<file path="src/rtl/resampler_out_fifo.sv">
`default_nettype none
// ============================================================================
// Module      : resampler_out_fifo
// Description : Elastic output buffer behind the multi-stream polyphase
//               resampling filter. Accepts round-robin samples over a req/ack
//               handshake, tags each one with its stream index and a
//               last-of-round flag, stores them in a circular buffer and
//               presents them to the sink through a registered output stage.
//
// Ports       : clk         sole clock, posedge
//               rst         synchronous active-high reset
//               req_in      filter has a valid sample
//               ack_in      block can accept a sample (registered)
//               data_in     sample from filter
//               req_out     output register holds a valid sample
//               ack_out     sink accepts the sample
//               data_out    buffered sample
//               stream_out  stream index of data_out
//               last_out    data_out belongs to stream NR_STREAMS-1
//               level       occupied storage entries (output register excluded)
//
// Revision    : 1.0 - initial release
// ============================================================================
module resampler_out_fifo #(
    parameter int DWIDTH         = 16,
    parameter int DEPTH          = 16,
    parameter int DEPTH_LOG      = 4,
    parameter int NR_STREAMS     = 1024,
    parameter int NR_STREAMS_LOG = 10
) (
    input  logic                      clk,
    input  logic                      rst,
    input  logic                      req_in,
    output logic                      ack_in,
    input  logic [DWIDTH-1:0]         data_in,
    output logic                      req_out,
    input  logic                      ack_out,
    output logic [DWIDTH-1:0]         data_out,
    output logic [NR_STREAMS_LOG-1:0] stream_out,
    output logic                      last_out,
    output logic [DEPTH_LOG:0]        level
);

    // Storage entry layout: {last, stream, data}
    localparam int                      c_ENTRY_W     = DWIDTH + NR_STREAMS_LOG + 1;
    localparam logic [DEPTH_LOG:0]      c_LEVEL_FULL  = (DEPTH_LOG+1)'(DEPTH);
    localparam logic [NR_STREAMS_LOG-1:0] c_LAST_STREAM = NR_STREAMS_LOG'(NR_STREAMS - 1);

    logic [c_ENTRY_W-1:0]      r_mem [DEPTH];
    logic [DEPTH_LOG-1:0]      r_wr_ptr;
    logic [DEPTH_LOG-1:0]      r_rd_ptr;
    logic [NR_STREAMS_LOG-1:0] r_stream;
    logic [DEPTH_LOG:0]        r_level;
    logic                      r_ack_in;
    logic                      r_req_out;
    logic [DWIDTH-1:0]         r_data_out;
    logic [NR_STREAMS_LOG-1:0] r_stream_out;
    logic                      r_last_out;

    logic                      w_push;
    logic                      w_pop;
    logic                      w_load;
    logic [DEPTH_LOG:0]        w_level_next;
    logic [c_ENTRY_W-1:0]      w_head;
    logic                      w_last_tag;

    assign w_push     = req_in && r_ack_in;
    assign w_pop      = r_req_out && ack_out;
    // The output register refills only from words already in storage; a word
    // written this cycle is not visible until the next edge (no bypass).
    assign w_load     = (!r_req_out || w_pop) && (r_level != '0);
    assign w_head     = r_mem[r_rd_ptr];
    assign w_last_tag = (r_stream == c_LAST_STREAM);

    always_comb begin
        w_level_next = r_level + {{DEPTH_LOG{1'b0}}, w_push}
                               - {{DEPTH_LOG{1'b0}}, w_load};
    end

    // Storage array: contents are don't-care after reset, so no reset here.
    always_ff @(posedge clk) begin
        if (w_push && !rst) begin
            r_mem[r_wr_ptr] <= {w_last_tag, r_stream, data_in};
        end
    end

    always_ff @(posedge clk) begin
        if (rst) begin
            r_wr_ptr     <= '0;
            r_rd_ptr     <= '0;
            r_stream     <= '0;
            r_level      <= '0;
            r_ack_in     <= 1'b0;
            r_req_out    <= 1'b0;
            r_data_out   <= '0;
            r_stream_out <= '0;
            r_last_out   <= 1'b0;
        end else begin
            if (w_push) begin
                r_wr_ptr <= r_wr_ptr + DEPTH_LOG'(1);
                r_stream <= r_stream + NR_STREAMS_LOG'(1);
            end

            if (w_load) begin
                r_rd_ptr     <= r_rd_ptr + DEPTH_LOG'(1);
                r_req_out    <= 1'b1;
                r_data_out   <= w_head[DWIDTH-1:0];
                r_stream_out <= w_head[DWIDTH +: NR_STREAMS_LOG];
                r_last_out   <= w_head[c_ENTRY_W-1];
            end else if (w_pop) begin
                r_req_out <= 1'b0;
            end

            r_level <= w_level_next;
            // ack_in is registered from the post-update level, so it drops the
            // cycle storage becomes full and an overrun can never be accepted.
            r_ack_in <= (w_level_next < c_LEVEL_FULL);
        end
    end

    assign ack_in     = r_ack_in;
    assign req_out    = r_req_out;
    assign data_out   = r_data_out;
    assign stream_out = r_stream_out;
    assign last_out   = r_last_out;
    assign level      = r_level;

endmodule
`default_nettype wire

</file>
<file path="config.mk">
export PLATFORM = sky130hd
export DESIGN_NAME = resampler_out_fifo
export DESIGN_NICKNAME = d
export VERILOG_FILES = /design/src/rtl/resampler_out_fifo.sv
export SDC_FILE = /design/constraint.sdc
export NUM_CORES = 1
export LEC_CHECK = 0
export CELL_PAD_IN_SITES_DETAIL_PLACEMENT = 1
export CELL_PAD_IN_SITES_GLOBAL_PLACEMENT = 1
export CORE_ASPECT_RATIO = 1.4
export CORE_MARGIN = 4
export CORE_UTILIZATION = 40
export CTS_CLUSTER_SIZE = 8
export DETAILED_ROUTE_END_ITERATION = 12
export PLACE_DENSITY = 0.57
export SYNTH_ARGS = -nofsm -noshare
export SYNTH_HDL_FRONTEND = slang
export SYNTH_SLANG_ARGS = --single-unit
</file>
<file path="constraint.sdc">
create_clock -name clk -period 4.4 [get_ports clk]
set_clock_uncertainty 0.2 [all_clocks]
set_input_delay 1.1 -clock clk [delete_from_list [all_inputs] [get_ports clk]]
set_output_delay 1.1 -clock clk [all_outputs]
set_load 0.1 [all_outputs]
</file>
## Yosys cells after proc, flatten, opt, wreduce, memory -nomap -nowiden

Memories as Yosys holds them, arrays and structs flattened. A register that Yosys moved wholly into a read port is not among the register bits.
Index checks and enable logic that the tools add are counted.

- Output and inout bits: 34
- Register bits after elaboration: 25
- Bits of input ports: 20
- Word-level logic and storage cells: 27
- Memory bits (writable): 432
- Memory bits (read-only): 0
- Memories kept: 1
- Latch bits: 0

- Multiplexer cells: 4
- Order comparisons: 1
- Divide/modulo/power cells: 0
- Shift-type cells: 0
- Equality and inequality tests: 1
- Reductions and logical operators: 9
- Bitwise operators: 0
- Add/subtract/negate cells: 5
- Multiply operators: 0

Memories:

| memory | words | bits a word | read ports | clocked after Yosys merged registers in | wr ports | line | RTL |
|---|---|---|---|---|---|---|---|
| r_mem | 16 | 27 | 1 | 1 | 1 | 49 | `logic [c_ENTRY_W-1:0] r_mem [DEPTH];` |

Operators with widths:

| kind | count |
|---|---|
| $add 10x1->10 const B | 1 |
| $eq 10x10->1 const B | 1 |
| $add 4x1->4 const B | 2 |
| $add 5x1->5 | 1 |
| $lt 5x5->1 const B | 1 |
| $reduce_bool 5->1 | 1 |
| $sub 5x1->5 | 1 |
| $logic_and 1x1->1 | 4 |
| $mux 1 | 4 |
| $logic_not 1->1 | 2 |
| $reduce_bool 2->1 | 1 |
| $logic_or 1x1->1 | 1 |

## Depth between registers and ports, before layout

- Depth in word-level cells: 5
- Gate-level depth with buffers: 13
- Gate-level depth less buffers: 13

## Worst setup path after synthesis

Ideal clock, no wire load.

- Kind: input -> register
- Start point: input port req_in
- End point: memory r_mem[12][0] in the netlist's numbering (enable)
- Stages on the path: 5
- Slack: 0.678 ns
- Arrival: 3.111 ns
- Buffers on the path: 2
- Required time: 3.789 ns
- Setup time: 0.411 ns
- Cell sequence: and2_1 clkbuf_1 clkbuf_1 nand2_1 nor2_1

- Longest elaborated chain between the ends: 4

Ends and longest elaborated chain:

| element | line | RTL |
|---|---|---|
| from (decl) | 33 | `input logic req_in,` |
| $logic_and 1x1->1 | 67 | `assign w_push = req_in && r_ack_in;` |
| $logic_and 1x1->1 | 82 | `if (w_push && !rst) begin` |
| $mux 1 | 82 |  |
| $mux 1 (implied by the code) | 83 | `r_mem[r_wr_ptr] <= {w_last_tag, r_stream, data_in};` |
| to (decl) | 49 |  |

Every way passes these cells.

## Final worst setup path

- Start point: register r_level[1], in the netlist level[1]
- End point: output port level[1]

RTL lines:

| element | line | RTL |
|---|---|---|
| from (decl) | 53 | `logic [DEPTH_LOG:0] r_level;` |
| from (signal assigned) | 114 | `r_level <= w_level_next;` |
| to (decl) | 41 | `output logic [DEPTH_LOG:0] level` |

No word-level cell between the ends.

==> results.toml <==
[status]
status = "complete, no violations"

[cts]
ctsHoldBuffers = 0
cts.path.max_buffers = 3
cts_buffers = 70
cts_tree = "done"
insertion_delay_ns = 0.57
root_buffer = "clkbuf_16"
cts_setup_buffers = 0
cts_resized = 0
clk_pin_slew_ns = 0.05
cts_num_sinks = 484
cts_max_level = 3

[critical_path]
crit_buf_inv = 1
cp-end-kind = "primary output"
cp_cell_sequence = "clkdlybuf4s50_1"
cp_top_family = "buffers and inverters"
required_ns = 3.10
worst_ep_arrival_time_ns = 2.24
cp_slowest_cell = "clkdlybuf4s50_1"
path_max_fanout = 5
setup.worst_path.class = "reg -> out"
cpPeakStageDelay_ns = 1.20
start_kind = "flip-flop"

[drt]
ant_nets = 0
drt_iter0_drc = 559
wl_mm = 42.0
drt-vias-per-instance = 5.25
drc = 0
vias = 8733
drt_first_pass_iters = 4
wl_per_cell_um = 25.3

[logic_synthesis]
avgSynthCellArea_um2 = 21.1
synth_fa_ha_area_share_pct = 0.924
synth-simple-area-share_pct = 2.15
synth_most_common_cell = "edfxtp_1"
synth_top_family_by_area = "multiplexers"
synth_area_leader_cell = "edfxtp_1"
syn-cell-area_um2 = 18400
synthTopCellsByCount = "432 x edfxtp_1, 108 x mux4_2, 52 x dfxtp_1"
synth_compound_area_share_pct = 2.24
synth_xor_area_share_pct = 0.808
yosysSeqAreaShare_pct = 76.1
synth-edff-count = 432
synthesis.yosys.warnings = 0
async_reset_ff_share_pct = 0
synth_top_cell_area_share_pct = 70.4
synthTopCellsByArea = "edfxtp_1 70%, mux4_2 13%, dfxtp_1 5.6%, mux2_2 1.7%, mux2i_1 1.5%"
ys.flop_type = "edfxtp_1"
syn_inst = 875
synth_mux_area_share_pct = 16.3
ys_types = 38
synth_seq_cells = 484
syn_nets = 908

[layout]
area_delta_synth_final_pct = 19.6
antenna_cells = 0
nNetsFinal = 1029
utilization_pct = 48.6
final_cell_area_um2 = 22000
drive_above_1_share_pct = 26.1

[die]
die_h_um = 262
die_w_um = 189
io_pins = 54
dieArea_um2 = 49600
core_um2 = 45400
rows = 92
start_util_pct = 40.6

[grt]
gr-usage-all-layers_pct = 17.5
grt_first_pass_wirelength_mm = 64.1
grt_pass1_vias = 9933
antenna_found_initial = 0
gr-total-overflow = 0
grt_max_degree = 44

[sta]
rsz0062_at_grt = "false"
fin_crit_sh_pct = 80.5
setup_tns_ns = 0
tightest_slew_ns = 1.06
slew_headroom_pct = 29.4
setup_viol = 0
fin_ws_ns = 0.857
fmax_mhz = 282
maxSlewViolCount = 0
period_needed_ns = 3.54
hold_viol = 0

[place]
placed_area_um2 = 20000
place.gp.congestion = 0.702
portBuffers = 53
hpwl_mm = 23.8
place_ws_ns = 0.684

[power]
ir_worst_vdd_mv = 0.492
leakagePower_uw = 0.00668
power_uw = 13200
power_density_nw_per_um2 = 600

[job]
drv_cap = 0

[hold_path]
hold_class = "reg -> reg"
[cells in the final DEF (no fill, tap or decap), drive strengths merged]
master         instances
edfxtp               432
a21o                   1
o21ba                  2
buf                   40
nor3b                  1
mux4                 108
mux2i                 27
mux2                  27
nor4b                  2
xnor2                  7
o21ai                 29
nor2                  38
clkbuf               122
nand2b                 1
and3                   2
xor2                  10
nor3                   3
clkdlybuf4s50         53
nand4                  3
fa                     1
a21oi                  6
nor2b                  3
or4                    1
dfxtp                 52
nand3b                 1
nand3                  5
o21a                   1
nand2                 14
ha                    12
a22oi                 27
or3                    2
inv                   15
and2                   2
and4                   1
clkinv                 1
[worst paths after layout]
path | slack [ns] | startpoint | end | cells after the start
max | 0.86 | level[1] | level[1] | 1
min | 0.29 | data_out[6] | data_out[6] | 2
max reg2reg | 1.26 | level[3] | ack_in | 13
min reg2reg | 0.29 | data_out[6] | data_out[6] | 2
[flip-flops by register name, indices dropped and copies added, names as in the netlist, 4 cells and up]
name        cells
level           5
stream_out     10
r_wr_ptr        4
r_stream       10
data_out       16
r_mem         432
r_rd_ptr        4
[area by class of cell]
class                      count  area [µm²]
inverter                      10        37.5
clock inverter                 6        48.8
fill                        4151       23300
tap                          611         764
timing repair buffer          93         931
multi-input combinational    337        4250
clock buffer                 122        1970
sequential                   484       14000
[stage by stage]
step	hold WS [ns]	instances
global placement	0.280	1535
global route	0.327	1663
CTS	0.296	1663
finish	0.288	1663
floorplan	0.282	875
detailed placement	0.284	1535
[metal layers]
metal  up-vias  global-route usage, %  wire length [µm]
met5         -                      0                 0
met4         0                   5.21               834
met3        60                   2.94              1440
met2       154                   31.2             22400
met1      4675                   22.1             17300
li1       3844                      -                 -
[power by group]
| group | total (µW) | switching (µW) | leakage, µW | internal (µW) |
|---|---|---|---|---|
| Combinational | 2920 | 1780 | 0.00149 | 1140 |
| Sequential | 5420 | 268 | 0.00423 | 5160 |
| Clock | 4880 | 1870 | 0.000962 | 3020 |
[cell families after synthesis]
family / after synthesis
DFF: 484
muxes: 162
and+or+nand+nor: 79
AOI/OAI and AO/OA: 66
buffers and inverters: 54
xor gates and xnor gates: 17
adders and majority gates: 13
No activity file was read; power rests on OpenSTA's default activity.
==> RTL edit: new RTL, same settings <==
`NR_STREAMS_LOG`: 10 -> 11.
--- a/src/rtl/resampler_out_fifo.sv
+++ b/src/rtl/resampler_out_fifo.sv
@@ -26,7 +26,7 @@
     parameter int DEPTH          = 16,
     parameter int DEPTH_LOG      = 4,
     parameter int NR_STREAMS     = 1024,
-    parameter int NR_STREAMS_LOG = 10
+    parameter int NR_STREAMS_LOG = 11
 ) (
     input  logic                      clk,
     input  logic                      rst,
Interface: changed (resized stream_out); port bits go from 54 to 55. The function was not compared with the original's and may differ.
==> RTL edit against the original RTL <==
Routed wire length rose by 5.9%; final cell count rose by 1.9%; setup slack improved by 66 ps; total power rose by 7.0%; sequential cell count rose by 18; synthesized cell count rose by 3.2%; non-clock buffer count fell by 10; synthesized area rose by 3.6%; cell area rose by 4.2%; critical path type unchanged; largest power group unchanged; highest routed layer unchanged.
==> RTL edit: results (changes against the original RTL) <==
[outcome]
status=completed  ; unchanged

[yosys]
syn-num-nets=936  ; was 908
synth_commonest_cells=edfxtp_1 (448), mux4_2 (112), nor2_1 (66)  ; was edfxtp_1 (432), mux4_2 (108), dfxtp_1 (52)
synth_area_leaders=edfxtp_1 (70%), mux4_2 (13%), dfxtp_1 (5.7%), mux2_2 (1.7%), mux2i_1 (1.5%)  ; was edfxtp_1 (70%), mux4_2 (13%), dfxtp_1 (5.6%), mux2_2 (1.7%), mux2i_1 (1.5%)
synth-edff-count=448  ; was 432
yosys_warnings=0  ; unchanged
yosysSeqAreaShare=0.7613  ; was 0.7606

[global_routing]
grt_usage=0.1789  ; was 0.1750
grt_max_degree=45  ; was 44
grt_pass1_vias=10240  ; was 9933
grt_first_pass_wirelength_mm=66.92  ; was 64.09 mm
antenna_found_initial=0  ; unchanged

[timing]
slew_headroom=0.3288  ; was 0.2940

[worst_setup_path]
cp_top_family=buffers and inverters  ; unchanged
crit_slowest_cell=clkdlybuf4s50_1  ; unchanged
rr_worst_depth=12  ; was 13
reg2reg_slack_ps=1160  ; was 1260 ps
cpPeakStageDelay_ps=1180  ; was 1200 ps
critical_path.max_fanout=2  ; was 5
critPathArrivalTime_ps=2180  ; was 2240 ps

[layout]
regMostFlops=r_mem  ; unchanged
nets=1048  ; was 1029
largest_reg_flops=448  ; was 432
fillers=4193  ; was 4151
antenna_cells=0  ; unchanged
drive_above_1_share=0.2542  ; was 0.2614

[min_path]
holdPathStages=1  ; was 2
worstHoldStart=data_out[11]  ; was data_out[6]
hold_end=data_out[11]  ; was data_out[6]

[power_and_ir_drop]
p_leak_nw=7.318  ; was 6.679 nW
intPower_mw=9.910  ; was 9.311 mW
peakVddDrop_mv=0.4976  ; was 0.4920 mV

[drt]
dr.first_iter.drc_count=518  ; was 559
vias=9130  ; was 8733
wirelength_mm=44.48  ; was 41.99 mm

[placement]
place.gp.congestion=0.6894  ; was 0.7020
place_ws_ps=511.5  ; was 683.6 ps
hpwl_mm=23.30  ; was 23.84 mm
port_buffers=54  ; was 53

[clock_tree]
clk_pin_slew_ps=50  ; about the same
clkLatencyLatePin_ps=570  ; about the same
root_buffer=clkbuf_16  ; unchanged
cts_buffers=72  ; was 70

RTL edit: cell types whose count changed in the layout (fill, tap and decap cells not counted), moves of 4 or more:
cell	change
edfxtp_1	+16
mux4_2	+4
clkbuf_16	+6
a22oi_1	-27
nor2_1	+27
buf_12	+14
a221o_1	+28
buf_4	-25
o21ai_1	-28
RTL edit: logic make-up after synthesis:
logic type                 Yosys count  share of synthesized area
AOI/OAI and AO/OA                   37                    0.01730
xor gates and xnor gates            19                   0.008717
adders and majority gates           13                   0.008913
buffers and inverters               55                    0.01370
DFF                                502                     0.7613
muxes                              169                     0.1638
and+or+nand+nor                    108                    0.02622
RTL edit: layer usage:
metal	vias to the layer above	wire [um]	GRT usage
li1	3930	-	-
met1	4967	18120	0.2232
met2	178	24030	0.3222
met3	55	1482	0.02590
met4	0	846	0.05399
met5	-	0	0
RTL edit: worst reg2reg max path, delay by kind of cell, from the launching register on:
kind,cells,cell delay [ps]
compound gates,2,250
xor+xnor,1,180
fa+ha+maj,4,1090
buf+inv,2,120
flops,1,330
simple gates,3,1000
RTL edit: how the worst max path moves through the flow:
stage                                to  slack [ps]           from
after CTS                 stream_out[2]         840  stream_out[2]
after floorplan            r_mem[11][0]         770            rst
after global placement           ack_in         520        ack_out
after detailed placement         ack_in         510        ack_out
after global routing             ack_in         860       level[3]
final                     stream_out[2]         920  stream_out[2]
RTL edit: per-stage QoR:
step | util | area (um^2) | hold slack, ps | cells
global route | 0.4868 | 22960 | 306.7 | 1694
finish | 0.4868 | 22960 | 284.1 | 1694
floorplan | - | 19090 | 281.7 | 903
global placement | 0.4416 | 20830 | 269.7 | 1565
CTS | 0.4868 | 22960 | 291.8 | 1694
detailed placement | 0.4416 | 20830 | 279.9 | 1565
RTL edit: power by group through the flow:
stage               logic [mW]  registers [mW]  clock network [mW]
finish                    3.35            5.65                5.15
global route              3.56            5.69                5.52
CTS                       3.42            5.67                5.28
detailed placement        3.41            5.75                   0
global placement          3.38            5.76                   0
floorplan                 1.72            6.56                   0
RTL edit: final cells by class:
class                   instances  area [um^2]  share of cell area
clock inverters                 2        17.52           0.0007630
repair buffers                 83         1033             0.04502
well taps                     624        780.7             0.03401
clock buffers                 127         2115             0.09210
flip-flops and latches        502        14550              0.6335
multi-input cells             346         4429              0.1929
inverters                      10        37.54            0.001635
